==> src/rtl/proc_stack_pkg.sv <==
// Shared definitions for the processor return-address stack slice.
// Holds the PC width, the call/return controller state encoding, the fault
// codes reported to the OS layer and the fixed entry vectors.
package proc_stack_pkg;

    localparam int unsigned ADDR_W    = 13;
    localparam int unsigned DEPTH_W   = 10;
    localparam int unsigned DEPTH_MAX = 1023;

    localparam logic [ADDR_W-1:0] INT_VECTOR   = 13'h0010;
    localparam logic [ADDR_W-1:0] FAULT_VECTOR = 13'h0004;

    typedef enum logic [1:0] {
        IDLE  = 2'd0,
        PUSH  = 2'd1,
        POP   = 2'd2,
        FAULT = 2'd3
    } state_t;

    typedef enum logic [1:0] {
        FLT_NONE     = 2'd0,
        FLT_OVF      = 2'd1,
        FLT_UDF      = 2'd2,
        FLT_MISMATCH = 2'd3
    } fault_t;

endpackage

==> src/rtl/call_return_unit.sv <==
// call_return_unit
// Initiator side of the hardware return-address stack. Converts decoded
// call / return / interrupt requests into push/pop commands for the stack
// file, waits one cycle for the stack (which acts on the falling edge of
// Slow_Clock), then loads the resulting next PC. A shadow depth count catches
// overflow and underflow before any command is issued; any stack error raises
// a sticky fault that the OS layer clears with Fault_Ack.
//
// Ports:
//   Slow_Clock   processor clock (this block: posedge, stack: negedge)
//   Reset        asynchronous, active-high
//   Call_Req     decoded call, held while Stall=1
//   Ret_Req      decoded return, held while Stall=1
//   Int_Req      level interrupt request
//   PC           current instruction address
//   Target       call destination
//   Ret_Add      address popped by the stack
//   Err_Out      stack error flag
//   Fault_Ack    OS acknowledge, clears the fault
//   Stack_Enable stack command valid (one cycle per command)
//   Stack_Write  1 = push, 0 = pop
//   NPPC         address to push
//   Next_PC      PC to load
//   PC_Load      one-cycle pulse, PC takes Next_PC
//   Stall        freezes fetch/decode
//   Stack_Fault  sticky fault flag
//   Fault_Code   0 none, 1 overflow, 2 underflow, 3 mismatch
//   Depth        shadow entry count
module call_return_unit #(
    parameter int unsigned       ADDR_W       = proc_stack_pkg::ADDR_W,
    parameter int unsigned       DEPTH_MAX    = proc_stack_pkg::DEPTH_MAX,
    parameter logic [ADDR_W-1:0] INT_VECTOR   = proc_stack_pkg::INT_VECTOR,
    parameter logic [ADDR_W-1:0] FAULT_VECTOR = proc_stack_pkg::FAULT_VECTOR
) (
    input  logic              Slow_Clock,
    input  logic              Reset,
    input  logic              Call_Req,
    input  logic              Ret_Req,
    input  logic              Int_Req,
    input  logic [ADDR_W-1:0] PC,
    input  logic [ADDR_W-1:0] Target,
    input  logic [ADDR_W-1:0] Ret_Add,
    input  logic              Err_Out,
    input  logic              Fault_Ack,
    output logic              Stack_Enable,
    output logic              Stack_Write,
    output logic [ADDR_W-1:0] NPPC,
    output logic [ADDR_W-1:0] Next_PC,
    output logic              PC_Load,
    output logic              Stall,
    output logic              Stack_Fault,
    output logic [1:0]        Fault_Code,
    output logic [9:0]        Depth
);

    import proc_stack_pkg::*;

    localparam logic [DEPTH_W-1:0] DEPTH_FULL = DEPTH_W'(DEPTH_MAX);

    state_t              state_q,        state_d;
    logic                stack_enable_q, stack_enable_d;
    logic                stack_write_q,  stack_write_d;
    logic [ADDR_W-1:0]   nppc_q,         nppc_d;
    logic [ADDR_W-1:0]   next_pc_q,      next_pc_d;
    logic                pc_load_q,      pc_load_d;
    logic                stall_q,        stall_d;
    logic                stack_fault_q,  stack_fault_d;
    fault_t              fault_code_q,   fault_code_d;
    logic [DEPTH_W-1:0]  depth_q,        depth_d;
    // PC to load once the push has been confirmed by the stack
    logic [ADDR_W-1:0]   dest_q,         dest_d;

    // Fault entry is shared by the pre-checks and the stack-error paths
    logic                go_fault;
    fault_t              go_code;

    logic                depth_full;
    logic                depth_empty;

    assign depth_full  = (depth_q == DEPTH_FULL);
    assign depth_empty = (depth_q == '0);

    always_comb begin
        state_d        = state_q;
        stack_enable_d = 1'b0;
        stack_write_d  = stack_write_q;
        nppc_d         = nppc_q;
        next_pc_d      = next_pc_q;
        pc_load_d      = 1'b0;
        stall_d        = stall_q;
        stack_fault_d  = stack_fault_q;
        fault_code_d   = fault_code_q;
        depth_d        = depth_q;
        dest_d         = dest_q;
        go_fault       = 1'b0;
        go_code        = FLT_NONE;

        unique case (state_q)
            IDLE: begin
                // The decoder still presents the old request during the
                // PC_Load cycle, so requests are only taken one cycle later.
                if (!pc_load_q) begin
                    if (Int_Req) begin
                        if (depth_full) begin
                            go_fault = 1'b1;
                            go_code  = FLT_OVF;
                        end else begin
                            stack_enable_d = 1'b1;
                            stack_write_d  = 1'b1;
                            nppc_d         = PC;
                            dest_d         = INT_VECTOR;
                            stall_d        = 1'b1;
                            state_d        = PUSH;
                        end
                    end else if (Call_Req) begin
                        if (depth_full) begin
                            go_fault = 1'b1;
                            go_code  = FLT_OVF;
                        end else begin
                            stack_enable_d = 1'b1;
                            stack_write_d  = 1'b1;
                            nppc_d         = PC + ADDR_W'(1);
                            dest_d         = Target;
                            stall_d        = 1'b1;
                            state_d        = PUSH;
                        end
                    end else if (Ret_Req) begin
                        if (depth_empty) begin
                            go_fault = 1'b1;
                            go_code  = FLT_UDF;
                        end else begin
                            stack_enable_d = 1'b1;
                            stack_write_d  = 1'b0;
                            stall_d        = 1'b1;
                            state_d        = POP;
                        end
                    end
                end
            end

            PUSH: begin
                if (Err_Out) begin
                    go_fault = 1'b1;
                    go_code  = FLT_MISMATCH;
                end else begin
                    next_pc_d = dest_q;
                    pc_load_d = 1'b1;
                    depth_d   = depth_q + DEPTH_W'(1);
                    stall_d   = 1'b0;
                    state_d   = IDLE;
                end
            end

            POP: begin
                if (Err_Out) begin
                    go_fault = 1'b1;
                    go_code  = FLT_MISMATCH;
                end else begin
                    next_pc_d = Ret_Add;
                    pc_load_d = 1'b1;
                    depth_d   = depth_q - DEPTH_W'(1);
                    stall_d   = 1'b0;
                    state_d   = IDLE;
                end
            end

            FAULT: begin
                if (Fault_Ack) begin
                    stack_fault_d = 1'b0;
                    fault_code_d  = FLT_NONE;
                    stall_d       = 1'b0;
                    state_d       = IDLE;
                end
            end

            default: state_d = IDLE;
        endcase

        // Depth is left untouched on every fault path
        if (go_fault) begin
            state_d        = FAULT;
            stack_fault_d  = 1'b1;
            fault_code_d   = go_code;
            next_pc_d      = FAULT_VECTOR;
            pc_load_d      = 1'b1;
            stack_enable_d = 1'b0;
            stall_d        = 1'b1;
        end
    end

    always_ff @(posedge Slow_Clock or posedge Reset) begin
        if (Reset) begin
            state_q        <= IDLE;
            stack_enable_q <= 1'b0;
            stack_write_q  <= 1'b0;
            nppc_q         <= '0;
            next_pc_q      <= '0;
            pc_load_q      <= 1'b0;
            stall_q        <= 1'b0;
            stack_fault_q  <= 1'b0;
            fault_code_q   <= FLT_NONE;
            depth_q        <= '0;
            dest_q         <= '0;
        end else begin
            state_q        <= state_d;
            stack_enable_q <= stack_enable_d;
            stack_write_q  <= stack_write_d;
            nppc_q         <= nppc_d;
            next_pc_q      <= next_pc_d;
            pc_load_q      <= pc_load_d;
            stall_q        <= stall_d;
            stack_fault_q  <= stack_fault_d;
            fault_code_q   <= fault_code_d;
            depth_q        <= depth_d;
            dest_q         <= dest_d;
        end
    end

    assign Stack_Enable = stack_enable_q;
    assign Stack_Write  = stack_write_q;
    assign NPPC         = nppc_q;
    assign Next_PC      = next_pc_q;
    assign PC_Load      = pc_load_q;
    assign Stall        = stall_q;
    assign Stack_Fault  = stack_fault_q;
    assign Fault_Code   = fault_code_q;
    assign Depth        = depth_q;

endmodule

==> config.mk <==
export PLATFORM = sky130hd
export DESIGN_NAME = call_return_unit
export DESIGN_NICKNAME = d
export VERILOG_FILES = /design/src/rtl/proc_stack_pkg.sv /design/src/rtl/call_return_unit.sv
export SDC_FILE = /design/constraint.sdc
export NUM_CORES = 1
export LEC_CHECK = 0
export ABC_AREA = 1
export CAP_MARGIN = 10
export CELL_PAD_IN_SITES_DETAIL_PLACEMENT = 1
export CELL_PAD_IN_SITES_GLOBAL_PLACEMENT = 2
export CORE_MARGIN = 5
export CORE_UTILIZATION = 30
export DETAILED_ROUTE_END_ITERATION = 16
export GPL_ROUTABILITY_DRIVEN = 0
export GPL_TIMING_DRIVEN = 1
export PLACE_DENSITY_LB_ADDON = 0.1
export SYNTH_ARGS = -nofsm -noshare
export SYNTH_HDL_FRONTEND = slang
export SYNTH_SLANG_ARGS = --single-unit
==> constraint.sdc <==
create_clock -name Slow_Clock -period 3.8 [get_ports Slow_Clock]
set_clock_uncertainty 0.05 [all_clocks]
set_input_delay 0.95 -clock Slow_Clock [delete_from_list [all_inputs] [get_ports Slow_Clock]]
set_output_delay 0.95 -clock Slow_Clock [all_outputs]
set_load 0.05 [all_outputs]
==> results of run 1 <==
-- critical path, cell delays in order, from the launching register on --
cell and delay [ps]:
dfrtp_1 430, inv_1 140, ha_1 640, inv_1 90
buf_4 240, fa_1 420, inv_1 70, nand3_1 60
nand2_1 130, nand2_1 80, nand2_1 60, nand2_1 40
nand2_1 70, a21oi_1 60, o21ai_0 110, nand2_1 70
-- placed cells by master (no fill, tap or decap), types with 4 or more instances in the layout --
cell             instances
nand3_1                 27
o211ai_1                14
inv_1                   43
a21oi_1                 20
clkbuf_16                9
xor2_1                   9
or2_2                    7
ha_1                    14
nor3_1                   4
o21ai_1                  5
clkdlybuf4s50_1         88
o21ai_0                 25
buf_4                    4
xnor2_1                  4
nor2_1                  27
dfrtp_1                 58
nand2_1                130
o21ai_2                  6
-- routing by layer --
| metal | part of all wire, % | GRT usage, % | routed length (µm) |
|---|---|---|---|
| met5 | 0 | 0 | 0 |
| met4 | 1.5 | 5.376 | 154 |
| met3 | 3.7 | 3.316 | 376 |
| met2 | 50 | 26.56 | 5152 |
| met1 | 45 | 19.12 | 4606 |
-- synth_stat cells, types with 2 or more instances --
| library cell | count | area (µm²) |
|---|---|---|
| xor2_1 | 9 | 78.83 |
| ha_1 | 14 | 175.2 |
| buf_6 | 5 | 56.30 |
| clkbuf_1 | 3 | 11.26 |
| buf_4 | 3 | 22.52 |
| o21bai_1 | 3 | 22.52 |
| nor2_1 | 27 | 101.4 |
| o21ai_1 | 5 | 25.02 |
| o21ai_2 | 6 | 52.55 |
| nand2_1 | 130 | 488.0 |
| inv_4 | 2 | 12.51 |
| o21ai_0 | 25 | 125.1 |
| buf_2 | 4 | 20.02 |
| nand4_1 | 3 | 18.77 |
| dfrtp_1 | 58 | 1451 |
| a21oi_1 | 20 | 100.1 |
| nand3_1 | 27 | 135.1 |
| o31ai_1 | 2 | 15.01 |
| o211ai_1 | 14 | 105.1 |
| inv_2 | 2 | 7.510 |
| nand3_2 | 2 | 20.02 |
| inv_1 | 44 | 165.2 |
| nor3_1 | 4 | 20.02 |
| xnor2_1 | 4 | 35.03 |
| or2_2 | 7 | 43.79 |
| nand2_2 | 3 | 18.77 |
| a31oi_1 | 2 | 12.51 |
-- metrics by stage --
step	utilization (%)	cell area (µm²)	total power (W)	setup WS [ps]
3_3_place_gp	39.17	4473	0.003499	777.2
2_1_floorplan	-	3497	0.002808	1372
4_1_cts	41.55	4745	0.004311	856.4
3_5_place_dp	39.17	4473	0.003544	704.7
5_1_grt	41.55	4745	0.004565	556.0
6_report	41.55	4745	0.004237	916.2
-- registers in the layout, summed over array words and instances (netlist names) --
register,flops
Stack_Enable,1
Stall,1
dest_q,13
state_q,2
Fault_Code,2
Depth,10
Stack_Fault,1
PC_Load,1
NPPC,13
Stack_Write,1
Next_PC,13
-- worst max path at each step --
stage / start / cells after the start / to
floorplan: Reset / 1 / Depth[0]$_DFFE_PP0P_
global placement: Int_Req / 7 / dest_q[4]$_DFFE_PP0P_
detailed placement: Int_Req / 9 / Next_PC[9]$_DFFE_PP0P_
CTS: state_q[0]$_DFFE_PP0P_ / 15 / Depth[6]$_DFFE_PP0P_
global route: state_q[0]$_DFFE_PP0P_ / 15 / Depth[6]$_DFFE_PP0P_
finish: state_q[0]$_DFFE_PP0P_ / 15 / Depth[6]$_DFFE_PP0P_
-- power by group through the flow --
stage          logic, W  registers, W  clock network [W]
2_1_floorplan   0.00108       0.00172                  0
3_3_place_gp    0.00239       0.00111                  0
3_5_place_dp    0.00243       0.00111                  0
4_1_cts         0.00245       0.00110           0.000763
5_1_grt         0.00264       0.00113           0.000795
6_report        0.00240       0.00109           0.000744
-- cell type report --
class	instances	area [µm²]	share of cell area (%)
sequential	58	1451	30.59
timing repair buffer	92	910.9	19.20
clock inverter	3	15.01	0.3165
clock buffer	12	256.5	5.406
multi-input combinational	320	1747	36.81
inverter	48	185.2	3.903
tap	143	178.9	3.771
-- cells by family after synthesis --
| kind of cell | after synthesis |
|---|---|
| and+or+nand+nor | 212 |
| AOI/OAI and AO/OA | 80 |
| buffers and inverters | 64 |
| DFF | 58 |
| adders and majority gates | 15 |
| xor gates and xnor gates | 13 |
==> metrics.md, run 1 <==
| Metric | Value |
|---|---|
| Setup violators final | 0 |
| Initial Util | 30.63% |
| FF-to-FF path depth | 15 |
| Clk_lat worst skew | 330 ps |
| Hold WC Path Type | reg2reg |
| Max clock buf depth | 2 |
| Largest net degree at the start of global routing | 38 |
| DRC | 0 |
| Total die area | 13920 µm² |
| Post-synth EDFFs | 0 |
| Post-CTS Resized | 0 |
| Die Span Y | 118.0 µm |
| Total gr overflow | 0 |
| Drt pass-1 iters | 4 |
| Crit. End Element | register |
| Terminus of the critical flop-to-flop path | Depth[6]$_DFFE_PP0P_ |
| Vias in the first global route | 3486 |
| Via-to-Cell Ratio | 4.685 |
| Compound-Gate Fraction of Synth Area | 13.74% |
| Hold Crit Start | dest_q[12]$_DFFE_PP0P_ |
| Syn nets | 503 |
| DP Wirelength | 7965 µm |
| H-tree depth | 3 |
| Status | completed |
| Area delta synth->final | 35.67% |
| Leakage power | 2.257 nW |
| CTS buffer count | 9 |
| Post-CTS setup buffers | 0 |
| Ant diodes | 0 |
| Final Hold Fails | 0 |
| Psw | 0.002080 W |
| Max-capacitance violation count | 0 |
| Switching Fraction | 49.10% |
| Reg-to-reg slack, setup | 920 ps |
| Post-Synth XOR/XNOR Area | 3.256% |
| Rel. slew slack | 51.59% |
| Hold WS | 432.1 ps |
| Yosys cell types | 41 |
| Mux contribution to synthesized area | 0% |
| Yosys warns | 0 |
| Worst hold path endpoint | dest_q[12]$_DFFE_PP0P_ |
| Critical path fanouts, max | 20 |
| Slew @ Worst Pin | 726.2 ps |
| Number of synthesized register bits | 58 |
| NumNets Final | 590 |
| Routed Wire Length | 10290 µm |
| WL/cell | 15.22 µm |
| Internal power | 0.002157 W |
| Sequential share of power | 25.8% |
| Routed Antenna Nets | 0 |
| Adder-Cell Fraction of Synth Area | 5.581% |
| Period minus WS final | 2884 ps |
| Peak supply drop | 364.3 µV |
| Unrepaired setup endpoints after global routing | false |
| Period utilization | 75.89% |
| Hold depth | 2 |
| Gate Count Post-Synth | 442 |
| Max-slew violation count | 0 |
| Critical path type | reg2reg |
| Io pins | 89 |
| Cell area after synthesis | 3497 µm² |
| Clock sinks | 58 |
| Share of cells above drive strength 1 | 9.193% |
| DIE WIDTH | 118.0 µm |
| Reg2reg start | state_q[0]$_DFFE_PP0P_ |
| Final non-filler cell total | 676 |
| Async S/R FF share, synth | 100.0% |
| Arr. time, crit path | 3040 ps |
| Global-route wire length before repair | 17550 µm |
| Placed Cells | 661 |
| CTS tree | done |
| Clock power share | 17.6% |
| Pwr per Cell Area | 893.1 nW/µm² |
| Cell row count | 39 |
| Sequential element share of the synthesized area | 41.50% |
| TNS Setup | 0 ps |
| Max frequency | 346.8 MHz |
| Area of the core | 11420 µm² |
| Combinational family with the most area after synthesis | simple AND/OR/NAND/NOR gates |
| Synth Flop Type | dfrtp_1 |
| Startpoint Class | register |
| Logic pwr share | 56.7% |
| Antenna violations before repair | 0 |
| Fillcell total | 1404 |
| Vias | 3167 |
| CTS root buf | clkbuf_16 |
| Port bufs | 88 |
| Mapped Avg Cell Area | 7.912 µm² |
| Hold Buf Count CTS | 0 |
| Synth Area in Simple Gates | 27.37% |
| Number of DRC markers in iteration 0 | 99 |
| Critical Path RT | 3960 ps |
| Clk slew on worst S/H paths | 50 ps |
| Tot GR Track Use | 15.47% |
No activity file was read; power rests on OpenSTA's default activity.
==> inputs of run 2 (changes only) <==
- CORE_UTILIZATION: 30 -> 28
- clock period: 3.8 -> 2.95 ns (I/O delays scaled with it)
==> run 2 against run 1 <==
Design area up 2.9%. Setup slack worse by 490 ps. Total power up 36%. Via count up 1.8%. Critical path depth down 14. Register-to-register slack worse by 380 ps. Non-clock buffer count up 6.
==> metrics.md, run 2 (synthesized netlist as in run 1, its figures left out) <==
| Metric | Value |
|---|---|
| Period utilization | 85.60% |
| FF-to-FF path depth | 9 |
| Startpoint Class | register |
| Hold WC Path Type | reg2reg |
| Die Span Y | 121.8 µm |
| Initial Util | 28.87% |
| Hold Buf Count CTS | 0 |
| Terminus of the critical flop-to-flop path | Depth[5]$_DFFE_PP0P_ |
| CP delay by family, top | buffers and inverters |
| Area delta synth->final | 39.64% |
| Reg-to-reg slack, setup | 540 ps |
| Max-capacitance violation count | 0 |
| TNS Setup | 0 ps |
| DRC | 0 |
| Total die area | 14820 µm² |
| Routed Wire Length | 10560 µm |
| Final Hold Fails | 0 |
| Clk slew on worst S/H paths | 50 ps |
| CP endpoint | Depth[0] |
| Post-CTS Resized | 0 |
| Vias | 3224 |
| Max clock buf depth | 2 |
| CP Buf/Inv Count | 1 |
| Area of the core | 12110 µm² |
| Critical Path Start | Depth[0]$_DFFE_PP0P_ |
| Pwr per Cell Area | 1178 nW/µm² |
| Ant diodes | 0 |
| Total power | 0.005751 W |
| Global-route wire length before repair | 17920 µm |
| DP Wirelength | 8107 µm |
| CTS buffer count | 9 |
| Largest net degree at the start of global routing | 23 |
| Peak supply drop | 402.5 µV |
| Number of DRC markers in iteration 0 | 83 |
| H-tree depth | 3 |
| CTS root buf | clkbuf_16 |
| Setup violators final | 0 |
| Vias in the first global route | 3522 |
| Leakage power | 2.314 nW |
| NumNets Final | 596 |
| Crit path cell chain | clkdlybuf4s50_1 |
| Critical path fanouts, max | 8 |
| Rel. slew slack | 65.51% |
| Finished layout cell area | 4883 µm² |
| Total gr overflow | 0 |
| Cell row count | 40 |
| Clock sinks | 58 |
| Antenna violations before repair | 0 |
| WL/cell | 14.92 µm |
| Via-to-Cell Ratio | 4.554 |
| Post-CTS setup buffers | 0 |
| Pre-CTS WS | 330.0 ps |
| Crit. End Element | output port |
| Arr. time, crit path | 1740 ps |
| Crit path depth | 1 |
| Tot GR Track Use | 15.42% |
| Drt pass-1 iters | 4 |
| Slew @ Worst Pin | 515.7 ps |
| Max frequency | 396.0 MHz |
| Port bufs | 88 |
| CTS tree | done |
| Post-place instance area | 4549 µm² |
| DIE WIDTH | 121.8 µm |
| Unrepaired setup endpoints after global routing | false |
| Status | completed |
| Most common cell after layout, fill and taps aside | nand2_1 |
| Routed Antenna Nets | 0 |
| Share of cells above drive strength 1 | 10.37% |
| Critical Path RT | 2160 ps |
| Reg2reg start | state_q[0]$_DFFE_PP0P_ |
| Crit path largest cell delay | 870 ps |
| Slack of the critical path | 424.7 ps |
| Period minus WS final | 2525 ps |
| Io pins | 89 |
| Max-slew violation count | 0 |
| Clk_lat worst skew | 340 ps |
| Commonest cells after routing, fill and taps aside | 130 x nand2_1, 88 x clkdlybuf4s50_1, 58 x dfrtp_1 |
| Critical path type | reg2out |
| Worst path slowest cell | clkdlybuf4s50_1 |
run 2: cell types whose count changed in the layout (fill, tap and decap cells not counted), sizes merged:
cell / before / now
buf: 4 / 10
bufinv: 0 / 3
clkbuf: 12 / 10
run 2: metal layers:
layer	vias up	wire, µm	track usage (%)
li1	1621	-	-
met1	1516	5023	20.35
met2	78	4803	24.17
met3	9	597	4.596
met4	0	138	5.112
met5	-	0	0
run 2: layout make-up:
class	instances	area, µm²
inverter	48	185.2
timing repair buffer	98	955.9
clock buffer	10	229.0
tap	168	210.2
fill	1482	7228
clock inverter	6	105.1
sequential	58	1451
multi-input combinational	320	1747
run 2: worst min-delay path by stage:
stage                           startpoint                     end  slack (ps)  cells after the start
global route         dest_q[6]$_DFFE_PP0P_   dest_q[6]$_DFFE_PP0P_         450                      2
detailed placement   dest_q[6]$_DFFE_PP0P_   dest_q[6]$_DFFE_PP0P_         420                      2
global placement     dest_q[6]$_DFFE_PP0P_   dest_q[6]$_DFFE_PP0P_         410                      2
finish               dest_q[6]$_DFFE_PP0P_   dest_q[6]$_DFFE_PP0P_         430                      2
CTS                  dest_q[6]$_DFFE_PP0P_   dest_q[6]$_DFFE_PP0P_         430                      2
floorplan           dest_q[12]$_DFFE_PP0P_  dest_q[12]$_DFFE_PP0P_         400                      2
run 2: where the power goes:
part           switching (W)  internal [W]
registers           0.000276       0.00114
logic                0.00208       0.00106
clock network       0.000380      0.000820
run 2: stage by stage:
step | utilization (%) | instances | hold slack (ps)
finish | 40.32 | 708 | 429.9
global route | 40.32 | 708 | 452.1
CTS | 40.32 | 708 | 433.6
detailed placement | 37.56 | 692 | 419.7
global placement | 37.56 | 692 | 411.3
floorplan | - | 442 | 395.7
